[config.mk]
export PLATFORM = sky130hd
export DESIGN_NAME = decode
export DESIGN_NICKNAME = d
export VERILOG_FILES = /design/src/rtl/decode_pkg.sv /design/src/rtl/decode_imm_gen.sv /design/src/rtl/decode.sv
export SDC_FILE = /design/constraint.sdc
export NUM_CORES = 1
export LEC_CHECK = 0
export BUFFER_PORTS_ARGS = -buffer_cell sky130_fd_sc_hd__buf_4
export CORE_ASPECT_RATIO = 1.5
export CORE_UTILIZATION = 50
export CTS_CLUSTER_SIZE = 24
export DETAILED_ROUTE_END_ITERATION = 10
export HOLD_SLACK_MARGIN = 0.15
export MAX_ROUTING_LAYER = met4
export PLACE_DENSITY_LB_ADDON = 0.3
export SETUP_SLACK_MARGIN = 0.2
export SLEW_MARGIN = 5
export SYNTH_ARGS = -nofsm -noshare
export SYNTH_HDL_FRONTEND = slang
export SYNTH_SLANG_ARGS = --single-unit
[constraint.sdc]
create_clock -name clk -period 2.85 [get_ports clk]
set_input_delay 0.4275 -clock clk [delete_from_list [all_inputs] [get_ports clk]]
set_output_delay 0.4275 -clock clk [all_outputs]
set_load 0.02 [all_outputs]
[src/rtl/decode_pkg.sv]
// decode_pkg: shared definitions for the decode stage.
//   - RV32I major opcodes (OP_*)
//   - fmt_e   : immediate format selected by opcode
//   - state_e : occupancy of the output register + skid buffer
//   - dbg_t   : debug bundle exposing FSM state and decoded format
//   - is_legal_op : opcode legality check used when DECODE_ILLEGAL_EN is defined
package decode_pkg;

  localparam logic [6:0] OP_LUI    = 7'h37;
  localparam logic [6:0] OP_AUIPC  = 7'h17;
  localparam logic [6:0] OP_JAL    = 7'h6F;
  localparam logic [6:0] OP_JALR   = 7'h67;
  localparam logic [6:0] OP_BRANCH = 7'h63;
  localparam logic [6:0] OP_LOAD   = 7'h03;
  localparam logic [6:0] OP_STORE  = 7'h23;
  localparam logic [6:0] OP_IMM    = 7'h13;
  localparam logic [6:0] OP_REG    = 7'h33;
  localparam logic [6:0] OP_FENCE  = 7'h0F;
  localparam logic [6:0] OP_SYSTEM = 7'h73;

  typedef enum logic [2:0] {
    FMT_R = 3'd0,
    FMT_I = 3'd1,
    FMT_S = 3'd2,
    FMT_B = 3'd3,
    FMT_U = 3'd4,
    FMT_J = 3'd5
  } fmt_e;

  // Encoding chosen so that bit 1 alone marks FULL: in_ready is then
  // simply the inverse of one flop bit.
  typedef enum logic [1:0] {
    EMPTY = 2'd0,
    BUSY  = 2'd1,
    FULL  = 2'd2
  } state_e;

  typedef struct packed {
    state_e state;
    fmt_e   fmt;
  } dbg_t;

  // Every legal RV32I opcode has insn[1:0]==2'b11, so matching the full
  // 7-bit opcode also covers the compressed-encoding check.
  function automatic logic is_legal_op(input logic [6:0] op);
    logic legal;
    legal = 1'b0;
    case (op)
      OP_LUI, OP_AUIPC, OP_JAL, OP_JALR, OP_BRANCH, OP_LOAD,
      OP_STORE, OP_IMM, OP_REG, OP_FENCE, OP_SYSTEM: legal = 1'b1;
      default: legal = 1'b0;
    endcase
    return legal;
  endfunction

endpackage

[src/rtl/decode_imm_gen.sv]
// imm_gen: purely combinational immediate generator.
//   insn_i : 32-bit instruction word
//   fmt_o  : immediate format implied by the opcode
//   imm_o  : sign-extended (or U-type shifted) 32-bit immediate; 0 for R/other
module imm_gen
  import decode_pkg::*;
(
  input  logic [31:0] insn_i,
  output fmt_e        fmt_o,
  output logic [31:0] imm_o
);

  always_comb begin
    fmt_o = FMT_R;
    case (insn_i[6:0])
      OP_LOAD, OP_IMM, OP_JALR, OP_SYSTEM: fmt_o = FMT_I;
      OP_STORE:                            fmt_o = FMT_S;
      OP_BRANCH:                           fmt_o = FMT_B;
      OP_LUI, OP_AUIPC:                    fmt_o = FMT_U;
      OP_JAL:                              fmt_o = FMT_J;
      default:                             fmt_o = FMT_R;
    endcase
  end

  always_comb begin
    imm_o = '0;
    case (fmt_o)
      FMT_I: imm_o = {{20{insn_i[31]}}, insn_i[31:20]};
      FMT_S: imm_o = {{20{insn_i[31]}}, insn_i[31:25], insn_i[11:7]};
      FMT_B: imm_o = {{19{insn_i[31]}}, insn_i[31], insn_i[7],
                      insn_i[30:25], insn_i[11:8], 1'b0};
      FMT_U: imm_o = {insn_i[31:12], 12'b0};
      FMT_J: imm_o = {{11{insn_i[31]}}, insn_i[31], insn_i[19:12],
                      insn_i[20], insn_i[30:21], 1'b0};
      default: imm_o = '0;
    endcase
  end

endmodule

[src/rtl/decode.sv]
// decode: RV32I decode stage with registered output and one-entry skid buffer.
//
// Handshake: a transfer happens on a rising edge where valid and ready are
// both 1 (in_fire = in_valid_i & in_ready_o, out_fire = out_valid_o &
// out_ready_i). Once out_valid_o is raised, every output stays bit-stable
// until out_fire. in_ready_o depends only on registered state.
//
// Ports:
//   clk, rst          : clock; synchronous active-low reset
//   pc_i, insn_i      : incoming instruction from fetch
//   in_valid_i/in_ready_o : fetch-side handshake
//   flush_i           : drop everything held (redirect); same-cycle input lost
//   out_valid_o/out_ready_i : execute-side handshake
//   pc_o, insn_o      : held pc / instruction
//   opcode_o..funct7_o: RV32I fields of insn_o
//   imm_o             : immediate of insn_o
//   illegal_o         : only with DECODE_ILLEGAL_EN; unknown opcode, qualified
//                       by out_valid_o
//   dbg_o             : FSM state and decoded immediate format
//
// Optional feature macro: DECODE_ILLEGAL_EN
module decode
  import decode_pkg::*;
#(
  parameter int DWIDTH = 32,
  parameter int AWIDTH = 32
) (
  input  logic              clk,
  input  logic              rst,
  input  logic [AWIDTH-1:0] pc_i,
  input  logic [DWIDTH-1:0] insn_i,
  input  logic              in_valid_i,
  output logic              in_ready_o,
  input  logic              flush_i,
  input  logic              out_ready_i,
  output logic              out_valid_o,
  output logic [AWIDTH-1:0] pc_o,
  output logic [DWIDTH-1:0] insn_o,
  output logic [6:0]        opcode_o,
  output logic [4:0]        rd_o,
  output logic [2:0]        funct3_o,
  output logic [4:0]        rs1_o,
  output logic [4:0]        rs2_o,
  output logic [6:0]        funct7_o,
`ifdef DECODE_ILLEGAL_EN
  output logic              illegal_o,
`endif
  output logic [31:0]       imm_o,
  output dbg_t              dbg_o
);

  state_e            state_q, state_d;
  logic [AWIDTH-1:0] out_pc_q, out_pc_d;
  logic [DWIDTH-1:0] out_insn_q, out_insn_d;
  logic [AWIDTH-1:0] skid_pc_q, skid_pc_d;
  logic [DWIDTH-1:0] skid_insn_q, skid_insn_d;
  logic              in_fire, out_fire;
  fmt_e              fmt;

  assign in_ready_o  = ~state_q[1];
  assign out_valid_o = (state_q != EMPTY);
  assign in_fire     = in_valid_i & in_ready_o;
  assign out_fire    = out_valid_o & out_ready_i;

  always_comb begin
    state_d     = state_q;
    out_pc_d    = out_pc_q;
    out_insn_d  = out_insn_q;
    skid_pc_d   = skid_pc_q;
    skid_insn_d = skid_insn_q;
    case (state_q)
      EMPTY: begin
        if (in_fire) begin
          state_d    = BUSY;
          out_pc_d   = pc_i;
          out_insn_d = insn_i;
        end
      end
      BUSY: begin
        if (in_fire && !out_fire) begin
          state_d     = FULL;
          skid_pc_d   = pc_i;
          skid_insn_d = insn_i;
        end else if (!in_fire && out_fire) begin
          state_d = EMPTY;
        end else if (in_fire && out_fire) begin
          out_pc_d   = pc_i;
          out_insn_d = insn_i;
        end
      end
      FULL: begin
        if (out_fire) begin
          state_d    = BUSY;
          out_pc_d   = skid_pc_q;
          out_insn_d = skid_insn_q;
        end
      end
      default: state_d = EMPTY;
    endcase
    // Held data may stay in the registers; out_valid_o=0 marks it dead.
    if (flush_i) state_d = EMPTY;
  end

  always_ff @(posedge clk) begin
    if (!rst) begin
      state_q     <= EMPTY;
      out_pc_q    <= '0;
      out_insn_q  <= '0;
      skid_pc_q   <= '0;
      skid_insn_q <= '0;
    end else begin
      state_q     <= state_d;
      out_pc_q    <= out_pc_d;
      out_insn_q  <= out_insn_d;
      skid_pc_q   <= skid_pc_d;
      skid_insn_q <= skid_insn_d;
    end
  end

  assign pc_o     = out_pc_q;
  assign insn_o   = out_insn_q;
  assign opcode_o = out_insn_q[6:0];
  assign rd_o     = out_insn_q[11:7];
  assign funct3_o = out_insn_q[14:12];
  assign rs1_o    = out_insn_q[19:15];
  assign rs2_o    = out_insn_q[24:20];
  assign funct7_o = out_insn_q[31:25];

  imm_gen u_imm_gen (
    .insn_i (out_insn_q[31:0]),
    .fmt_o  (fmt),
    .imm_o  (imm_o)
  );

`ifdef DECODE_ILLEGAL_EN
  // Gated by out_valid_o so the reset value (insn=0) reads as legal.
  assign illegal_o = out_valid_o & ~is_legal_op(out_insn_q[6:0]);
`endif

  assign dbg_o = '{state: state_q, fmt: fmt};

endmodule
Word-level counts from Yosys, hierarchy flattened --
Cells that the tools add are included.
Storage, ports and cells: bits in registers 130, input port bits 69, output and inout port bits 135, word-level logic and storage cells 64
Cells by class: equality and inequality tests 22, mux-type cells 19, bitwise logic cells 4, reduce and logical (&&, ||, !) cells 14
Operators with widths (count):
- $mux W32 | 10
- $pmux W32 S3 | 2
- $pmux W32 S5 | 1
- $eq A7 B7 Y1 const B | 4
- $pmux W3 S5 | 1
- $eq A7 B5 Y1 const B | 2
- $eq A7 B6 Y1 const B | 2
- $ne A2 B2 Y1 const B | 5
- $mux W2 | 4
- $eq A7 B2 Y1 const B | 1
- $eq A3 B2 Y1 const B | 2
- $eq A3 B3 Y1 const B | 2
- $pmux W2 S3 | 1
- $reduce_and A6 Y1 | 1
- $reduce_or A2 Y1 | 2
- $reduce_or A4 Y1 | 1
- $eq A3 B1 Y1 const B | 1
- $logic_and A1 B1 Y1 | 3
- $ne A3 B3 Y1 const B | 1
- $reduce_and A3 Y1 | 1
- $reduce_bool A3 Y1 | 1
- $and A1 B1 Y1 | 2
- $eq A2 B1 Y1 const B | 1
- $eq A2 B2 Y1 const B | 1
- other kinds (5) | 7

Depth between registers and ports, before layout --
Gate-level depths: netlist (run 1).
word-level depth 7, depth in mapped cells 11, gate-level depth less buffers 9

By module --
From an unflattened synthesis (run 1), not the netlist that was laid out.
Unflattened totals: cells, all modules 718, area total of the unflattened synthesis 6774.0 um^2
By module, submodules not included:
- decode | instances 1, cells an instance 640, area each 6170.9 um^2
- imm_gen | instances 1, cells an instance 78, area each 603.1 um^2

Least setup slack after synthesis (run 1) --
No wires, ideal clock.
kind reg-to-output, start reg out_insn_q[0], in the netlist insn_o[0], end out imm_o[1], arrival time 2561 ps, data required time 2423 ps, slack -138 ps, cell stages (with the launch flop) 10, buffers on the path 1, cell sequence dfxtp_1 -> and2_1 -> clkbuf_1 -> nand4_1 -> ha_1 -> nand2_1 -> a32oi_1 -> o31a_1 -> or3b_2 -> a21oi_1
On the way: word-level cells in the longest chain between the ends 5, elaborated cells between the ends (all ways) 18
RTL lines:
- start, declared | line decode.sv:54 | logic [DWIDTH-1:0] out_insn_q, out_insn_d;
- start signal, assigned | line decode.sv:114 | out_insn_q <= out_insn_d;
- $eq A7 B2 Y1 (tied with other cells) | line decode_imm_gen.sv:15 | case (insn_i[6:0])
- $reduce_or A4 Y1 or $reduce_or A2 Y1 (tied branches) | line decode_imm_gen.sv:15
- $pmux W3 S5 (*) | line decode_imm_gen.sv:15
- $eq A3 B3 Y1 (tied with other cells) | line decode_imm_gen.sv:27 | case (fmt_o)
- $pmux W32 S5 (*) | line decode_imm_gen.sv:27
- end, declared | line decode.sv:48 | output logic [31:0] imm_o,
Every way passes the cells marked *; elsewhere a longest branch is shown, timed or not.

Worst setup path in the final report (run 1) --
start reg out_insn_q[2], in the netlist insn_o[2], end out imm_o[20]
The elaborated chain is that of the path after synthesis.

==> results.txt, run 1 <==
- The number of endpoints with negative hold slack in the final report came to 0.
* Maximum root-to-sink buffer count: 2
- Net switching is a little over a quarter of the power.
- The endpoint identified for the worst register-to-register timing path is pc_o[25]$_SDFFE_PN0P_.
- Most area-hungry cell type in the Yosys netlist: sky130_fd_sc_hd__dfxtp_1
* Sequential-to-total area share from yosys stat: 43.6%
- Largest driver fanout on the critical path: 6
- Syn Inst Count: between 800 and 900
- Total gr overflow: 0
- Synthesized Nets: 874
* Clock Sink Count: 130
* Cell depth of the worst hold path: 2
- The via count of the first global-routing pass was 5590.
- Wire length of the first global-routing pass: 26900 um
- The routed layout has 6190 vias.
- DR DRC count: 0
- In this run the register-to-register setup slack is around 0.41 ns.
- Sequential cells burn between 30% and 40% of the power.
* CP max stage delay: 0.42 ns
- Clock latency on the worst-skew pair, taken at its later pin, is 0.41 ns.
- Pin count of the biggest net entering global routing: 81
- Setup repair after global routing could not meet its margin everywhere.
- Starting Density: between 50% and 60%
* Number of antenna diodes: 0
- After detailed routing, the total wire length is ~18000 um.
- Count of pins over their slew limit: 0
- Combinational cells account for 15.8% of the total power.
- In this run the remaining antenna-violating nets after routing total 0.
* Transition time at the pin with the least slew margin: 0.747 ns
* Slew headroom: about 50%
* Number of cell instances on the worst register-to-register path: 11
* WP data arrival: 2.72 ns
- VDD sags by at most 0.459 mV.
- The detailed router put a total of 6910 um of wire on met1.
* Antenna violations before repair: 0
- H-tree Lvls: 4
* Achievable clock frequency: 317 MHz
* Hold-fix buffers, CTS: 0
* Tmin final: 3.15 ns
* Power share of the clock group: 44.6%
- Counting both buffers and inverters, the worst setup path holds a total of 1.
- Number of failing setup endpoints in the final timing report: 30
- Core Footprint: 11600 sq um
- Origin of the critical flop-to-flop path: state_q[1]$_SDFFE_PP0P_
- Once detailed placement completed, the half-perimeter wirelength came to ~11000 um.
- Measured along the x axis, the die boundary spans 91.3 um.
- The tightest min-delay check is of the primary input to flip-flop type.
- The kind of cell with the highest combined delay along the critical path is simple AND/OR/NAND/NOR gates.
- DR pass1 iterations: 5
- The run finished, with violations left.
- Top-level port count: 204
- After synthesis, the largest area contributor takes up 43.6% of total cell area.
- Overall routing resource usage: 28.2%
- Violated checks: setup timing
- Number of buffers created by CTS: 17
- From synthesis to final layout, the design area changed by 42.9%.
* Synthesized area per cell: 7.46 sq um
- For the final database, setup skew stands at 0.00604 ns.
- Summed over all nets, the switching power comes to 1.34 mW.
- The path with the worst hold slack has its endpoint at state_q[1]$_SDFFE_PP0P_.
- DR vias/cell: 5.47
- Flops & latches, synth: 130
- Leak pwr: approximately 3.7 nW
- Setup slack of the critical path after layout: -0.300 ns
- Nets@finish: around 1.0k
- The critical path runs through a total of 9 cells.
- Placement-stage cell area: 7470 sq um
* Average wire length per cell after detail routing: 15.8 um
* Internal power contribution: 3.72 mW
- STA classifies the critical path startpoint as a flip-flop.
- The first routing iteration left 414 violations.
- Pwr/cell area: 593 nW/um^2
- Period utilization: 111%
* Critical path cell sequence: nor2_2 -> nand4_1 -> ha_2 -> nor2_1 -> a21oi_1 -> or3_4 -> and3b_2 -> a21o_2 -> buf_6
- At the end of routability-driven placement, the weighted congestion stood at 0.906.
- In this run the tool buffered the top-level ports with 203 buffer cells.
- Sorting the synthesized cells by area gives the leading types as sky130_fd_sc_hd__dfxtp_1 44%, sky130_fd_sc_hd__nand2_1 17%, sky130_fd_sc_hd__a311oi_1 9.4%.
* Clock-pin slew on the worst setup and hold paths: ~0.050 ns
- CTS placed an instance of sky130_fd_sc_hd__clkbuf_16 at the clock tree root.
- Hold is met by approximately 0.19 ns.
- The worst hold path begins at flush_i.
* Number of max-cap violations: 0
- After detailed routing, the met3 layer carries 1020 um of wire.
- Total non-filler cell area in the finished layout: 8540 sq um
* Top Metal Used: met4
* CTS tree: done
- The floorplan step defined a die boundary enclosing 12400 sq um.
- Kind of end point of the critical path: primary output
- For the worst setup path, the data required time is 2.42 ns.
- Fraction of final layout cells sized beyond drive strength 1: 33.2%
- Standard-cell row count: 48
* Cell type of the slowest stage on the worst timing path: sky130_fd_sc_hd__or3_4
- Cell area after technology mapping: 5980 sq um
- Die outline height: 136 um
- The routed design uses 9310 um of met2 wire.
- Number of distinct library cells after synthesis: 41
* Total of warnings raised by yosys: 0
* Fin util: between 70% and 80%
- The worst setup path is of the flip-flop to primary output kind.
[placed cells by master (no fill, tap or decap), types with 3 or more instances in the layout]
cell type                   instances
sky130_fd_sc_hd__clkbuf_8           3
sky130_fd_sc_hd__a311oi_1          64
sky130_fd_sc_hd__dfxtp_4            6
sky130_fd_sc_hd__nand2_1          274
sky130_fd_sc_hd__bufinv_16          3
sky130_fd_sc_hd__buf_12             8
sky130_fd_sc_hd__a21oi_4            6
sky130_fd_sc_hd__a31oi_1            3
sky130_fd_sc_hd__clkbuf_16         17
sky130_fd_sc_hd__a21o_1            10
sky130_fd_sc_hd__clkinv_4           3
sky130_fd_sc_hd__buf_6             27
sky130_fd_sc_hd__or3b_4             4
sky130_fd_sc_hd__nor2_1            69
sky130_fd_sc_hd__and3_1             5
sky130_fd_sc_hd__o21a_1             3
sky130_fd_sc_hd__a21oi_1           74
sky130_fd_sc_hd__ha_1               3
sky130_fd_sc_hd__dfxtp_1          123
sky130_fd_sc_hd__nor2_2             3
sky130_fd_sc_hd__inv_1              8
sky130_fd_sc_hd__buf_4            211
[metal layers]
layer	vias to the layer above	track usage [%]
met2	225	48.9
met4	0	13.3
li1	3010	-
met3	38	6.66
met1	2917	30.3
met5	-	-
[power groups by stage]
stage	Clock, mW	Combinational, mW	Sequential [mW]
after floorplan	0	0.372	2.11
after global routing	2.37	0.856	2.02
after detailed placement	0	0.736	2.04
after CTS	2.29	0.760	2.00
final	2.26	0.800	2.01
after global placement	0	0.730	2.04
[worst register-to-register path: stages (launching register included)]
cell and delay [ns]:
sky130_fd_sc_hd__dfxtp_1 0.40, sky130_fd_sc_hd__or2_2 0.34, sky130_fd_sc_hd__nand2_1 0.12, sky130_fd_sc_hd__inv_1 0.07, sky130_fd_sc_hd__ha_1 0.18, sky130_fd_sc_hd__nor2_1 0.09, sky130_fd_sc_hd__a31oi_1 0.13, sky130_fd_sc_hd__o21ai_4 0.24
sky130_fd_sc_hd__buf_12 0.16, sky130_fd_sc_hd__buf_12 0.20, sky130_fd_sc_hd__nor2_1 0.10, sky130_fd_sc_hd__a311oi_1 0.30
[state kept, by name (all words and copies together), names as in the netlist]
| register | flops |
|---|---|
| insn_o | 32 |
| pc_o | 32 |
| skid_insn_q | 32 |
| skid_pc_q | 32 |
| state_q | 2 |
[metrics by stage]
| stage | cells | power (mW) | worst slack (ns) | setup TNS, ns |
|---|---|---|---|---|
| 3_5_place_dp | 1072 | 2.78 | 0.0906 | 0 |
| 4_1_cts | 1115 | 5.05 | -0.228 | -2.22 |
| 6_report | 1131 | 5.06 | -0.300 | -5.45 |
| 2_1_floorplan | 801 | 2.48 | 0.216 | 0 |
| 5_1_grt | 1131 | 5.24 | -0.338 | -6.41 |
| 3_3_place_gp | 1072 | 2.77 | 0.131 | 0 |
[worst max path at each step]
stage | start | end | slack, ns
after floorplan | insn_o[4]$_SDFFE_PN0P_ | imm_o[1] | 0.22
after global placement | insn_o[4]$_SDFFE_PN0P_ | imm_o[3] | 0.13
after detailed placement | insn_o[4]$_SDFFE_PN0P_ | imm_o[4] | 0.09
after CTS | insn_o[4]$_SDFFE_PN0P_ | imm_o[2] | -0.23
after global routing | insn_o[2]$_SDFFE_PN0P_ | imm_o[1] | -0.34
final | insn_o[2]$_SDFFE_PN0P_ | imm_o[20] | -0.30
[cells in the mapped netlist, drive strengths merged]
library cell / number
nand2b: 3
or3b: 4
o211ai: 1
nand2: 276
a22oi: 1
clkbuf: 43
a2111oi: 1
o21a: 4
a311oi: 64
inv: 10
nand4b: 1
and2: 2
nor2b: 3
a31oi: 4
nand3: 3
o31a: 1
o22ai: 1
a21o: 11
nor3b: 1
o32ai: 1
o211a: 1
and4b: 1
nor3: 3
a32oi: 1
mux2: 1
nand4: 2
and3: 7
and3b: 1
dfxtp: 130
a21oi: 81
ha: 4
or2: 1
or3: 2
buf: 56
o21ai: 2
nor2: 73
[area by class of cell]
class,count,area [sq um]
Fill cell,887,3050
Multi-Input combinational cell,563,3020
Sequential cell,130,2630
Timing Repair Buffer,246,2050
Clock buffer,21,470
Tap cell,150,188
Clock inverter,11,151
Inverter,10,40.0
[kinds of logic after synthesis]
group	count (synthesis)	share of synthesized area [%]
flip-flops	130	43.6
buffers and inverters	109	9.53
AND/OR/NAND/NOR	383	25.7
multiplexers	1	0.188
adder cells (fa/ha/maj)	4	0.838
AO/OA/AOI/OAI	174	20.2
[repair_timing]
action / CTS / global route
pin swaps: 22 / 19
cloned: 1 / 1
setup endpoints to repair: 33 / 46
buffers inserted: 10 / 15
resized for setup: 31 / 30
No activity file was read; power rests on OpenSTA's default activity.
==> run 2: changes to the inputs <==
--- a/config.mk
+++ b/config.mk
@@ -5,11 +5,11 @@
 export SDC_FILE = /design/constraint.sdc
 export NUM_CORES = 1
 export LEC_CHECK = 0
-export BUFFER_PORTS_ARGS = -buffer_cell sky130_fd_sc_hd__buf_4
 export CORE_ASPECT_RATIO = 1.5
-export CORE_UTILIZATION = 50
+export CORE_UTILIZATION = 60
 export CTS_CLUSTER_SIZE = 24
 export DETAILED_ROUTE_END_ITERATION = 10
+export DONT_BUFFER_PORTS = 1
 export HOLD_SLACK_MARGIN = 0.15
 export MAX_ROUTING_LAYER = met4
 export PLACE_DENSITY_LB_ADDON = 0.3
==> run 2 against run 1 <==
  * The flow still finishes with violations (setup timing)
  * Routed wire length is 7.9% higher
  * Critical path type unchanged
  * Flip-flop and latch count unchanged
  * Total power is 6.8% lower
  * Register-to-register slack worse by 0.04 ns
  * Clock power down 9.3%
  * Largest power group is now sequential cells
  * Setup slack lost 0.012 ns
==> results.txt, run 2 (synthesis gave the netlist of run 1 again) <==
- The fmax came to 316 MHz (-0.37%).
- DR pass1 iterations: 6 (+1)
- The met1 capacity usage during global routing was 37.1% (+6.8 points).
* Critical path startpoint category: flip-flop
- The flow ran to the end, but the final reports show violations.
- The worst endpoint required time is 2.42 ns (about the same).
- In the layout the commonest cells are 272 x sky130_fd_sc_hd__nand2_1, 123 x sky130_fd_sc_hd__dfxtp_1, 69 x sky130_fd_sc_hd__a21oi_1.
- Kind of end point of the critical path: primary output
- Clock insertion delay at the later pin of the skew report: 0.41 ns (about the same)
- Cell type of the slowest stage on the worst timing path: sky130_fd_sc_hd__ha_2
- RSZ-0062 raised after global routing: true
* Number of antenna diodes: 0 (unchanged)
* Hpwl dp: 10300 um (-6.4%)
- The data arrival time at the worst-slack endpoint came to 2.73 ns (about the same).
- The number of buffers inserted during clock tree synthesis came to 17 (unchanged).
* DRT Wirelength: 19200 um (+7.9%)
* Vias: 6091 (-1.6%)
- The number of I/O pins was 204 (unchanged).
* CTS tree: done
* Type of the worst setup path: flip-flop to primary output
- DR vias/cell: 6.29 (+15%)
* Die Outline Area: 10400 sq um (-16%)
* Critical path cell sequence: buf_8 -> nor2_4 -> nand4_1 -> ha_2 -> inv_1 -> o22ai_1 -> and3b_2 -> a21o_1
* Slew headroom: 44.8% (-5.4 points)
- Core Footprint: 9690 sq um (-16%)
- Placement-stage cell area: 6050 sq um (-19%)
* Detail Route Antenna Nets: 0 (unchanged)
- The power density normalized to cell area was 616 nW/um^2 (+3.9%).
- The first-iteration detailed-routing DRC count was 498 (+20%).
* Port buffer count: 0 (-100%)
- Clock-pin slew on the worst setup and hold paths: 0.06 ns (about the same)
* Hold violation count in the final report: 0 (unchanged)
* GR Util met2: 57.2% (+8.3 points)
- The global placer's final weighted congestion was 0.988 (+9.1%).
* Die W: 83.5 um (-8.5%)
* Area growth from synthesis to final layout: 28.2%
- CP max stage delay: 0.46 ns (+0.04 ns)
- The tightest min-delay check is of the primary input to flip-flop type.
- The actual transition at the worst max-transition pin was 0.828 ns (+0.0814 ns).
* Fin Setup TNS: -4.36 ns (+1.09 ns)
- Leak pwr: 2.91 nW (-21%)
* H-tree Lvls: 4 (unchanged)
* Fin cells: 968 (-14%)
* Fraction of final layout cells sized beyond drive strength 1: 19.7% (-14 points)
* Most common cell after layout, fill and taps aside: sky130_fd_sc_hd__nand2_1
- Met3 Resource Use GR: 8.38% (+1.7 points)
- Maximum resistive drop on vdd: 0.504 mV (+9.9%)
- The layer flagged by global routing as most heavily used is met2.
- The final standard cell utilization of the core came to 79.1% (+5.4 points).
* Clock tree root driver cell: sky130_fd_sc_hd__clkbuf_16
- Antenna violations before repair: 0 (unchanged)
- The net total in the final layout is 913 (-12%).
- Max Clock Skew: 0.00870 ns (+0.00266 ns)
- Wire length of the first global-routing pass: 27700 um (+3.0%)
- The number of violations of the max-capacitance limit came to 0 (unchanged).
- The final worst slack came to -0.311 ns (-0.0117 ns).
* Count of pins over their slew limit: 0 (unchanged)
- Pin count of the biggest net entering global routing: 66 (-19%)
- Largest driver fanout on the critical path: 6 (unchanged)
* Tmin final: 3.16 ns (+0.0117 ns)
* Clock Sink Count: 130 (unchanged)
- Total placed cells including tap cells: 855 (-20%)
- The ratio of final minimum period to clock period came to 111% (+0.41 points).
* Overall routing resource usage: 34.5% (+6.3 points)
- The final setup violation count is 24 (-20%).
* Standard-cell row count: 44 (-8.3%)
- The final instance area came to 7660 sq um (-10%).
- The average wire per standard cell was 19.9 um (+26%).
- Starting Density: 61.7% (+10 points)
* Worst slack at placement: -0.156 ns (-0.246 ns)
- Die outline height: 124 um (-8.6%)
* Total gr overflow: 0 (unchanged)
* Vias in the first global route: 5672 (+1.5%)
- The buffer depth of the longest clock path is 2 (unchanged).
- Violated checks: setup timing
- The number of remaining DRC errors was 0 (unchanged).
run 2: cell count changes in the layout (fill, tap and decap cells not counted), sizes merged:
cell and change:
buf -179, bufinv -2, clkbuf -2, clkinvlp +3, dlygate4sd3 +49, inv +2
nor2 +1
run 2: metal layers:
layer | wire length, um | share of wire [%]
met1 | 6850 | 36
met2 | 9540 | 50
met3 | 1810 | 9.4
met4 | 1040 | 5.4
met5 | 0 | 0
run 2: where the power goes:
group / internal, mW / switching, mW / total [mW] / leakage [nW]
Combinational: 0.231 / 0.315 / 0.546 / 1.58
Clock: 1.21 / 0.838 / 2.05 / 0.260
Sequential: 1.91 / 0.213 / 2.13 / 1.07
Total: 3.35 / 1.37 / 4.72 / 2.91
run 2: final cells by class:
class / count / area [sq um]
multi-input combinational: 564 / 3140
sequential: 130 / 2630
fill: 618 / 2030
timing repair buffer: 117 / 1150
clock buffer: 18 / 429
tap: 115 / 144
clock inverter: 14 / 130
inverter: 10 / 42.5
run 2: path summary, 6_finish.rpt:
check | endpoint | cells past startpoint | from | slack [ns]
setup / recovery | imm_o[26] | 8 | insn_o[3]$_SDFFE_PN0P_ | -0.31
setup reg to reg | insn_o[23]$_SDFFE_PN0P_ | 12 | state_q[1]$_SDFFE_PP0P_ | 0.37
hold reg to reg | skid_pc_q[24]$_SDFFE_PN0P_ | 2 | skid_pc_q[24]$_SDFFE_PN0P_ | 0.45
hold / removal | skid_pc_q[17]$_SDFFE_PN0P_ | 2 | pc_i[17] | 0.16
run 2: per-stage QoR:
stage	total power [mW]	hold WS, ns
global route	4.86	0.148
floorplan	2.48	0.437
detailed placement	2.54	0.447
finish	4.72	0.158
CTS	4.65	0.150
global placement	2.52	0.441
run 2: what timing repair did:
item                       CTS  global route
buffers inserted            11            18
hold buffers                49             0
setup endpoints to repair   32            42
gates cloned                 1             2
pin swaps                   21            35
resized for setup           35            43
hold endpoints to repair    50             0
run 2: worst max-delay path, delay by kind of cell (launching register included):
family / cells / cell delay [ns]
adders and majority gates: 1 / 0.46
DFF: 1 / 0.37
and+or+nand+nor: 3 / 0.64
buffers and inverters: 2 / 0.24
AOI/OAI and AO/OA: 2 / 0.61
==> run 3: changes to the inputs <==
==> constraint.sdc (replaced) <==
create_clock -name clk -period 3.4 [get_ports clk]
set_input_delay 0.51 -clock clk [delete_from_list [all_inputs] [get_ports clk]]
set_output_delay 0.51 -clock clk [all_outputs]
set_load 0.02 [all_outputs]
==> run 3 against run 2 <==
  * The flow now finishes without violations
  * Flip-flop and latch count did not move
  * Highest routed layer unchanged
  * Critical path depth rose by 1
  * Count of clock-buffer cells in the layout rose by 1
  * Largest power group is now clock
  * Routed wire length fell by 18%
==> results.txt, run 3 (synthesis gave the netlist of run 1 again) <==
- The residual overflow from global routing was 0 (unchanged).
* Net Sw Frac: 26.5% (-2.4 points)
- The number of cells traversed by the worst register-to-register path was 10 (-2).
- The die boundary width came to 83.5 um (unchanged).
* Leak pwr: 2.56 nW (-12%)
- Port buffer count: 0 (unchanged)
* Fin Setup TNS: 0 ns (+4.36 ns)
- Final Power: 3.94 mW (-17%)
- Net Switching: 1.04 mW (-24%)
- The number of violations of the max-capacitance limit is 0 (unchanged).
* DR DRC count: 0 (unchanged)
- The total wire length after detailed routing was 15800 um (-18%).
- Die Outline Area: 10400 sq um (unchanged)
* DR pass1 iterations: 5 (-1)
- Vias in the first global route: 5141 (-9.4%)
- Internal power contribution: 2.89 mW (-14%)
- The run finished with clean final reports.
- The data arrival time at the worst-slack endpoint is 2.65 ns (-0.08 ns).
- Setup repair after global routing could not meet its margin everywhere.
- The vertical die dimension is 124 um (unchanged).
* Setup slack of the critical path after layout: 0.239 ns (+0.550 ns)
* Critical path startpoint category: flip-flop
- Number of DRC markers after the initial detailed-route iteration: 358 (-28%)
* Starting Density: 61.7% (unchanged)
- Pwr/cell area: 593 nW/um^2 (-3.8%)
- The clock-pin slew of the registers on the worst-case setup and hold paths came to 0.05 ns (about the same).
- Antenna violations before repair: 0 (unchanged)
- Power share of the clock group: 46.4% (+3.0 points)
* Core Footprint: 9690 sq um (unchanged)
* Clock tree root driver cell: sky130_fd_sc_hd__clkbuf_16
- Most common cell after layout, fill and taps aside: sky130_fd_sc_hd__nand2_1
- Clock insertion delay at the later pin of the skew report: 0.41 ns (about the same)
- Vias: 5487 (-9.9%)
- The number of nets still failing antenna checks after routing is 0 (unchanged).
* Standard-cell row count: 44 (unchanged)
* Final-layout fill cell count: 817 (+32%)
* Transition time at the pin with the least slew margin: 0.798 ns (-0.0298 ns)
- The wire length of the first global-routing pass was 25000 um (-10%).
- Maximum resistive drop on vdd: 0.517 mV (+2.5%)
- The average wire per standard cell came to 17.8 um (-10%).
- Hpwl dp: 10100 um (-1.8%)
- Fraction of final layout cells sized beyond drive strength 1: 12.8% (-6.9 points)
- The worst setup path is of the flip-flop to primary output kind.
* Overall routing resource usage: 30.5% (-3.9 points)
* Hold violation count in the final report: 0 (unchanged)
* Most frequent cells in the layout: 275 x sky130_fd_sc_hd__nand2_1, 126 x sky130_fd_sc_hd__dfxtp_1, 81 x sky130_fd_sc_hd__a21oi_1
- Largest driver fanout on the critical path: 5 (-1)
* Fin cells: 887 (-8.4%)
- CTS tree: done
- The final setup violation count is 0 (-100%).
* H-tree Lvls: 4 (unchanged)
* Kind of end point of the critical path: primary output
* Period utilization: 93.0%
- The net total in the final layout is 832 (-8.9%).
- The clock tree skew after final layout came to 0.00675 ns (-0.00195 ns).
- Area growth from synthesis to final layout: 11.2%
* Worst slack at placement: 0.409 ns (+0.565 ns)
* Required @ worst endpoint: 2.89 ns (+0.47 ns)
* Achievable clock frequency: 316 MHz
- The number of buffers inserted for hold repair after clock tree synthesis was 0 (-100%).
- The relative contribution of sequential cells to total power came to 45.4% (+0.3 points).
* Slew headroom: 46.8% (+2.0 points)
- The buffer depth of the longest clock path came to 2 (unchanged).
- Kind of path behind the tightest hold check: primary input to flip-flop
- Subtracting the final worst setup slack from the clock period gives 3.16 ns.
- The number of I/O pins came to 204 (unchanged).
- Number of buffers created by CTS: 17 (unchanged)
- The global placer's final weighted congestion is 1.03 (+4.2%).
- Count of pins over their slew limit: 0 (unchanged)
- The hold path depth came to 1 (-1).
- Clock Sink Count: 130 (unchanged)
* Total placed cells including tap cells: 846 (-1.1%)
- The per-cell via count in the routed design came to 6.19 (-1.7%).
* Pin count of the biggest net entering global routing: 80 (+21%)
- The combinational share of power was 8.2% (-3.4 points).
* Number of antenna diodes: 0 (unchanged)
## run 3: final timing paths
check | startpoint | to | slack [ns]
worst min register to register | skid_insn_q[24]$_SDFFE_PN0P_ | skid_insn_q[24]$_SDFFE_PN0P_ | 0.45
worst max register to register | state_q[1]$_SDFFE_PP0P_ | insn_o[2]$_SDFFE_PN0P_ | 0.71
worst max-delay path | insn_o[3]$_SDFFE_PN0P_ | imm_o[2] | 0.24
worst min-delay path | flush_i | state_q[0]$_SDFFE_PP0P_ | 0.18
## run 3: cell type report
class,instances,area [sq um],share of cell area [%]
Clock buffer,19,443,6.67
Clock inverter,13,161,2.43
Inverter,10,40.0,0.603
Multi-Input combinational cell,562,2870,43.1
Sequential cell,130,2610,39.3
Tap cell,115,144,2.17
Timing Repair Buffer,38,377,5.67
## run 3: critical path: stages, from the launching register on
cell	delay (ns)
sky130_fd_sc_hd__dfxtp_4	0.38
sky130_fd_sc_hd__and4b_1	0.21
sky130_fd_sc_hd__o211ai_1	0.16
sky130_fd_sc_hd__ha_2	0.26
sky130_fd_sc_hd__nand2_2	0.08
sky130_fd_sc_hd__a32oi_1	0.09
sky130_fd_sc_hd__o31a_1	0.30
sky130_fd_sc_hd__or3b_2	0.46
sky130_fd_sc_hd__a21oi_1	0.14
sky130_fd_sc_hd__buf_4	0.16
## run 3: layer usage
layer / up-vias / track usage [%] / wire (um)
met2: 242 / 51.9 / 8070
met4: 0 / 15.2 / 603
met1: 2597 / 33.0 / 5820
met3: 56 / 7.51 / 1310
li1: 2592 / - / -
met5: - / - / 0
## run 3: timing repair
item,CTS,global route
gates cloned,0,1
pin swaps,2,6
gates resized for setup,7,13
setup endpoints to repair,17,31
setup buffers,6,2
## run 3: metrics by stage
| step | utilization [%] | cell area [sq um] | hold WS, ns |
|---|---|---|---|
| finish | 68.6 | 6640 | 0.178 |
| global route | 68.6 | 6640 | 0.164 |
| CTS | 67.7 | 6560 | 0.165 |
| detailed placement | 60.9 | 5900 | 0.447 |
| global placement | 60.9 | 5900 | 0.441 |
| floorplan | - | 5980 | 0.437 |
## run 3: power by group through the flow
stage	Clock, mW	Sequential [mW]	Combinational, mW
3_5_place_dp	0	1.82	0.302
6_report	1.83	1.79	0.321
5_1_grt	1.92	1.80	0.355
2_1_floorplan	0	1.76	0.309
4_1_cts	1.85	1.78	0.310
3_3_place_gp	0	1.81	0.288
